$ cat config.mk
export PLATFORM = sky130hd
export DESIGN_NAME = reel_stop_sequencer
export DESIGN_NICKNAME = d
export VERILOG_FILES = /design/src/rtl/reel_pkg.sv /design/src/rtl/button_debouncer.sv /design/src/rtl/reel_stop_sequencer.sv
export SDC_FILE = /design/constraint.sdc
export NUM_CORES = 1
export LEC_CHECK = 0
export ABC_AREA = 1
export BUFFER_PORTS_ARGS = -buffer_cell sky130_fd_sc_hd__buf_2
export CORE_UTILIZATION = 45
export DETAILED_ROUTE_END_ITERATION = 16
export GPL_ROUTABILITY_DRIVEN = 0
export PLACE_DENSITY = 0.69
export SKIP_LAST_GASP = 1
export SLEW_MARGIN = 10
export SYNTH_ARGS = -nofsm -noshare
export SYNTH_HDL_FRONTEND = slang
export SYNTH_HIERARCHICAL = 1
export SYNTH_SLANG_ARGS = --single-unit
$ cat constraint.sdc
create_clock -name clk -period 1.6 [get_ports clk]
set_clock_uncertainty 0.2 [all_clocks]
set_input_delay 0.16 -clock clk [delete_from_list [all_inputs] [get_ports clk]]
set_output_delay 0.16 -clock clk [all_outputs]
set_load 0.02 [all_outputs]
$ cat src/rtl/reel_pkg.sv
// Shared types and constants for the three-reel round controller.
// Reel bit order everywhere is {h, m, l} = bits [2:0].
package reel_pkg;

  typedef enum logic [2:0] {IDLE, SPIN3, SPIN2, SPIN1, DONE} round_state_t;

  localparam int REEL_W = 2;

  // Frozen-reel masks shown on the stopped output in each state
  localparam logic [2:0] STOP_IDLE  = 3'b111;
  localparam logic [2:0] STOP_SPIN3 = 3'b000;
  localparam logic [2:0] STOP_SPIN2 = 3'b100;
  localparam logic [2:0] STOP_SPIN1 = 3'b110;
  localparam logic [2:0] STOP_DONE  = 3'b111;

  // Stopped mask that a given state presents
  function automatic logic [2:0] stop_mask(round_state_t s);
    case (s)
      SPIN3:   stop_mask = STOP_SPIN3;
      SPIN2:   stop_mask = STOP_SPIN2;
      SPIN1:   stop_mask = STOP_SPIN1;
      DONE:    stop_mask = STOP_DONE;
      default: stop_mask = STOP_IDLE;
    endcase
  endfunction

  // One-hot reel that a press freezes when taken in state s
  function automatic logic [2:0] stop_sel(round_state_t s);
    case (s)
      SPIN3:   stop_sel = 3'b100;
      SPIN2:   stop_sel = 3'b010;
      SPIN1:   stop_sel = 3'b001;
      default: stop_sel = 3'b000;
    endcase
  endfunction

endpackage

$ cat src/rtl/button_debouncer.sv
// Push-button debouncer: dout follows din only after DEB_CYCLES
// consecutive samples that differ from the current dout.
// Used by reel_stop_sequencer when BTN_DEBOUNCE_EN is defined.
module button_debouncer #(
  parameter int DEB_CYCLES = 20_000
) (
  input  logic clk,
  input  logic rst,
  input  logic din,
  output logic dout
);

  localparam int CNT_W = $clog2(DEB_CYCLES + 1);

  logic [CNT_W-1:0] cnt_reg;

  // Count disagreeing samples; any agreeing sample restarts the count
  always_ff @(posedge clk or posedge rst) begin
    if (rst) begin
      cnt_reg <= '0;
      dout    <= 1'b0;
    end else if (din == dout) begin
      cnt_reg <= '0;
    end else if (cnt_reg == CNT_W'(DEB_CYCLES - 1)) begin
      dout    <= din;
      cnt_reg <= '0;
    end else begin
      cnt_reg <= cnt_reg + 1'b1;
    end
  end

endmodule

$ cat src/rtl/reel_stop_sequencer.sv
// Round controller for the three-reel random display.
// One press starts all reels, each further press stops one reel in
// h -> m -> l order; a win is flagged when all three stopped reels match.
// Optional build macro: BTN_DEBOUNCE_EN (inserts button_debouncer after
// the 2-flop synchroniser; without it only the synchroniser is used).
module reel_stop_sequencer
  import reel_pkg::*;
#(
  parameter int TICK_DIV   = 100_000,
  parameter int DEB_CYCLES = 20_000
) (
  input  logic       clk,
  input  logic       rst,
  input  logic       button,
  input  logic [2:0] Ctrl,
  input  logic [7:0] rand_in,
  output logic [3:0] h,
  output logic [3:0] m,
  output logic [3:0] l,
  output logic [2:0] stopped,
  output logic       busy,
  output logic       win,
  output logic [7:0] rounds
);

  localparam int TICK_W = (TICK_DIV > 1) ? $clog2(TICK_DIV) : 1;

  logic [TICK_W-1:0]     tick_cnt_reg;
  logic                  tick;
  logic                  btn_meta_reg;
  logic                  btn_sync_reg;
  logic                  btn_cond;
  logic                  btn_prev_reg;
  logic                  press;
  logic [2:0]            stop_now;
  logic [3*REEL_W-1:0]   reel_bus;
  logic                  reels_equal;
  round_state_t          state_reg;
  logic                  win_pend_reg;
  logic                  unused_rand;

  assign unused_rand = ^rand_in[7:6];

  // Free-running reel-update divider; tick pulses on the last count
  always_ff @(posedge clk or posedge rst) begin
    if (rst)       tick_cnt_reg <= '0;
    else if (tick) tick_cnt_reg <= '0;
    else           tick_cnt_reg <= tick_cnt_reg + 1'b1;
  end

  assign tick = (tick_cnt_reg == TICK_W'(TICK_DIV - 1));

  // Two-flop synchroniser for the asynchronous push-button
  always_ff @(posedge clk or posedge rst) begin
    if (rst) begin
      btn_meta_reg <= 1'b0;
      btn_sync_reg <= 1'b0;
    end else begin
      btn_meta_reg <= button;
      btn_sync_reg <= btn_meta_reg;
    end
  end

`ifdef BTN_DEBOUNCE_EN
  button_debouncer #(
    .DEB_CYCLES(DEB_CYCLES)
  ) u_debouncer (
    .clk (clk),
    .rst (rst),
    .din (btn_sync_reg),
    .dout(btn_cond)
  );
`else
  logic unused_deb;
  assign unused_deb = (DEB_CYCLES < 1);
  assign btn_cond   = btn_sync_reg;
`endif

  // Previous conditioned level for rising-edge detection
  always_ff @(posedge clk or posedge rst) begin
    if (rst) btn_prev_reg <= 1'b0;
    else     btn_prev_reg <= btn_cond;
  end

  assign press    = btn_cond & ~btn_prev_reg;
  // A reel being stopped this cycle must not take a coincident tick
  assign stop_now = press ? stop_sel(state_reg) : 3'b000;

  // One register per reel: reload on tick while spinning and not held
  for (genvar gi = 0; gi < 3; gi++) begin : g_reel
    logic [REEL_W-1:0] val_reg;
    logic              load;

    assign load = tick & ~stopped[gi] & ~stop_now[gi] & ~Ctrl[gi];

    // Reel value register
    always_ff @(posedge clk or posedge rst) begin
      if (rst)       val_reg <= '0;
      else if (load) val_reg <= rand_in[REEL_W*gi +: REEL_W];
    end

    assign reel_bus[REEL_W*gi +: REEL_W] = val_reg;
  end

  assign h = {{(4-REEL_W){1'b0}}, reel_bus[2*REEL_W +: REEL_W]};
  assign m = {{(4-REEL_W){1'b0}}, reel_bus[1*REEL_W +: REEL_W]};
  assign l = {{(4-REEL_W){1'b0}}, reel_bus[0 +: REEL_W]};

  assign reels_equal = (reel_bus[2*REEL_W +: REEL_W] == reel_bus[REEL_W +: REEL_W]) &&
                       (reel_bus[REEL_W +: REEL_W]   == reel_bus[0 +: REEL_W]);

  // Round FSM with registered stopped/busy/win/rounds outputs
  always_ff @(posedge clk or posedge rst) begin
    if (rst) begin
      state_reg    <= IDLE;
      stopped      <= STOP_IDLE;
      busy         <= 1'b0;
      win          <= 1'b0;
      win_pend_reg <= 1'b0;
      rounds       <= 8'd0;
    end else begin
      // Reels are frozen in DONE, so the comparison one cycle later is stable
      win_pend_reg <= 1'b0;
      if (win_pend_reg) win <= reels_equal;
      if (press) begin
        case (state_reg)
          IDLE, DONE: begin
            state_reg <= SPIN3;
            stopped   <= stop_mask(SPIN3);
            busy      <= 1'b1;
            win       <= 1'b0;
          end
          SPIN3: begin
            state_reg <= SPIN2;
            stopped   <= stop_mask(SPIN2);
          end
          SPIN2: begin
            state_reg <= SPIN1;
            stopped   <= stop_mask(SPIN1);
          end
          SPIN1: begin
            state_reg    <= DONE;
            stopped      <= stop_mask(DONE);
            busy         <= 1'b0;
            win_pend_reg <= 1'b1;
            if (rounds != 8'hFF) rounds <= rounds + 8'd1;
          end
          default: begin
            state_reg <= IDLE;
            stopped   <= STOP_IDLE;
            busy      <= 1'b0;
          end
        endcase
      end
    end
  end

endmodule
==> run_results.csv <==
group,metric,value,unit
layout,stdcell_area,2930,sq um
global_routing,grt_pass1_wl,7530,microns
global_routing,antenna_found_initial,0,
sta,setup-violations-final,1,
route,post_drt_wl_per_cell,10.6,microns
cts,clk_latency,0.30,ns
global_routing,grtUsageTotal,18.5,%
yosys,ys_seq_elements,43,
placed_design,dp.cells,410,
layout,largest_register_ffs,17,
worst_setup_path,timing.rr.end,"tick_cnt_reg[0]",
floorplan,io_pins,39,
layout,layout_common_cells,"nand2_1 (80), dfrtp_1 (40), inv_1 (33), nor2_1 (33), buf_2 (30)",
sta,finalCritPeriodShare,100,%
floorplan,die_h,73.8,microns
placed_design,dpl_cell_area,2670,sq um
yosys,yosysTopAreaCell,"dfrtp_1",
worst_setup_path,crit_path_frequent_cell,"nor2_4",
cts,clock_sinks,43,
floorplan,start_util,47.9,%
job,cap_violations,0,
yosys,synth_top_area_share,43.1,%
layout,area_growth,26.3,%
yosys,yosysWarnings,6,
sta,fin_tns_setup,-0.00314,ns
worst_setup_path,worst-path-stages,7,
pwr,p_leak,0.00151,uW
global_routing,grt_pass1_vias,1773,
worst_setup_path,reg2reg_from,"tick_cnt_reg[0]",
yosys,ys_seq_area_share,46.5,%
sta,period_minus_slack,1.60,ns
worst_setup_path,required,1.61,ns
worst_setup_path,worstPathCellList,"ha_2, nand2_2, nor2_4, nand3_2, nor2_4, or2_1, inv_1",
yosys,yosysUniqueCellTypes,30,
layout,diodes,0,
route,vias,2031,
worst_setup_path,r2r_slack,-0.003,ns
worst_setup_path,critPathLaunch,"tick_cnt_reg[0]",
route,dr.pass1.iters,4,
worst_setup_path,worstRegToRegCells,7,
route,detail-route-antenna-nets,0,
worst_setup_path,crit_end,"tick_cnt_reg[0]",
layout,nNetsFinal,378,
yosys,synth.area.top_cells,"dfrtp_1 (43%), nand2_1 (13%), nand3_1 (5.8%)",
worst_setup_path,critical_path_class,"flop to flop",
layout,layout_commonest_cell,"nand2_1",
yosys,synth-main-ff-cell,"dfrtp_1",
worst_setup_path,start_kind,"flop",
cts,htree_levels,2,
cts,cts_tree,"built",
yosys,postSynthCellCount,298,
worst_setup_path,path_buf_inv,1,
min_path,hp-class,"primary input to flop",
cts,clkTransAtPathRegs,0.09,ns
worst_setup_path,cp-end-kind,"flop",
yosys,synthesis.area,2320,sq um
yosys,synth_edf_count,0,
yosys,async_reset_ff_share,100,%
worst_setup_path,slowest_stage,"dfrtp_1",
pwr,power_density,955,nW/um^2
sta,hold_violations,0,
route,drt-total-wl,4570,microns
sta,setup_ws,-0.00314,ns
sta,holdWs,0.0360,ns
floorplan,core_area,4850,sq um
route,drt_iter0_markers,145,
layout,drive_gt1_share,26.7,%
outcome,status,"finished with violations",
worst_setup_path,path_max_fanout,8,
sta,slew_viol_final,0,
placed_design,dp_hpwl,3370,microns
route,vias_per_cell,4.72,
sta,clock.fmax,624,MHz
sta,rsz0062_at_grt,"yes",
layout,fillers,436,
floorplan,core.rowCount,25,
global_routing,grt_overflow,0,
yosys,synth.avg_cell_area,7.79,sq um
outcome,violations,"negative setup slack",
global_routing,grt_max_degree,44,
layout,post-route-util,60.5,%
pwr,ir_drop,0.537,mV
route,route.detailed.drc,0,
cts,cts_root_buf,"clkbuf_8",
placed_design,portBuffers,30,
worst_setup_path,critical_path.max_stage_delay,0.36,ns
floorplan,die_x,73.8,microns
cts,cts_buffer_depth,2,
worst_setup_path,cp_top_family,"simple AND/OR/NAND/NOR gates",
worst_setup_path,crit_arrival,1.61,ns
layout,fin_cells,430,
floorplan,dieArea,5450,sq um
cts,numCtsBuffers,5,
==> synth_stat cells (3+ instances only) <==
master,n
o21ai_0,6
dfrtp_1,40
inv_1,33
buf_4,6
nor2_2,8
a21oi_1,5
dfstp_2,3
inv_2,7
nand4_1,6
nand3_1,27
nor2_1,34
or2_2,3
xor2_1,11
nor3_1,3
nand2_2,5
nand2_1,82
nor2_4,3
==> repair_timing <==
item	4_1_cts	5_1_grt
hold buffers	8	0
setup endpoints to repair	3	24
resized for setup	2	9
setup buffers	0	4
pin swaps	1	12
hold endpoints to repair	50	0
==> logic make-up (layout without fill, tap and decap cells) <==
group	count (synthesis)	in the layout	share of synthesized area, %
simple gates	176	176	34.8
buf+inv	48	108	8.84
flops	43	43	46.5
compound gates	15	15	3.67
xor+xnor	13	13	4.91
fa+ha+maj	2	2	1.08
other cells	1	6	0.162
==> layout make-up <==
cell class	count	area, sq um	share of cell area, %
multi-input cells	212	1100	37.4
flip-flops and latches	43	1080	36.8
repair buffers	60	420	14.3
inverters	40	153	5.21
well taps	67	83.8	2.86
clock buffers	6	82.6	2.82
clock inverters	2	16.3	0.555
==> per-stage QoR <==
step	total power [uW]	setup slack, ns
after CTS	2790	-0.0147
after global placement	2010	0.0418
after floorplan	1780	0.0368
after detailed placement	2030	-0.00718
final	2800	-0.00314
after global routing	2960	-0.0804
==> worst register-to-register path, stage by stage (launching register included) <==
cell and delay, ns:
dfrtp_1 0.36, ha_2 0.19, nand2_2 0.08, nor2_4 0.18, nand3_2 0.11, nor2_4 0.22, or2_1 0.14, inv_1 0.03
==> report_power, final <==
group          switching [uW]  internal (uW)
registers                84.5           1240
clock network             392            352
logic                     427            302
==> metal layers <==
metal / GRT usage [%] / routed length (microns) / vias to the layer above
li1: - / - / 1043
met4: 5.13 / 44 / 0
met3: 4.94 / 217 / 5
met5: 0 / 0 / -
met2: 30.8 / 2140 / 60
met1: 23.6 / 2170 / 923
==> how the worst min path moves through the flow <==
stage	start	endpoint	slack (ns)	depth (start not counted)
2_1_floorplan	button	btn_meta_reg	-0.009	0
3_5_place_dp	rst	btn_meta_reg	0.04	3
5_1_grt	Ctrl[0]	g_reel[0].val_reg[0]	0.06	5
4_1_cts	Ctrl[0]	g_reel[0].val_reg[0]	0.03	5
6_report	Ctrl[0]	g_reel[0].val_reg[0]	0.04	5
3_3_place_gp	rst	btn_meta_reg	0.04	3
(Power assumes the default switching activity.)
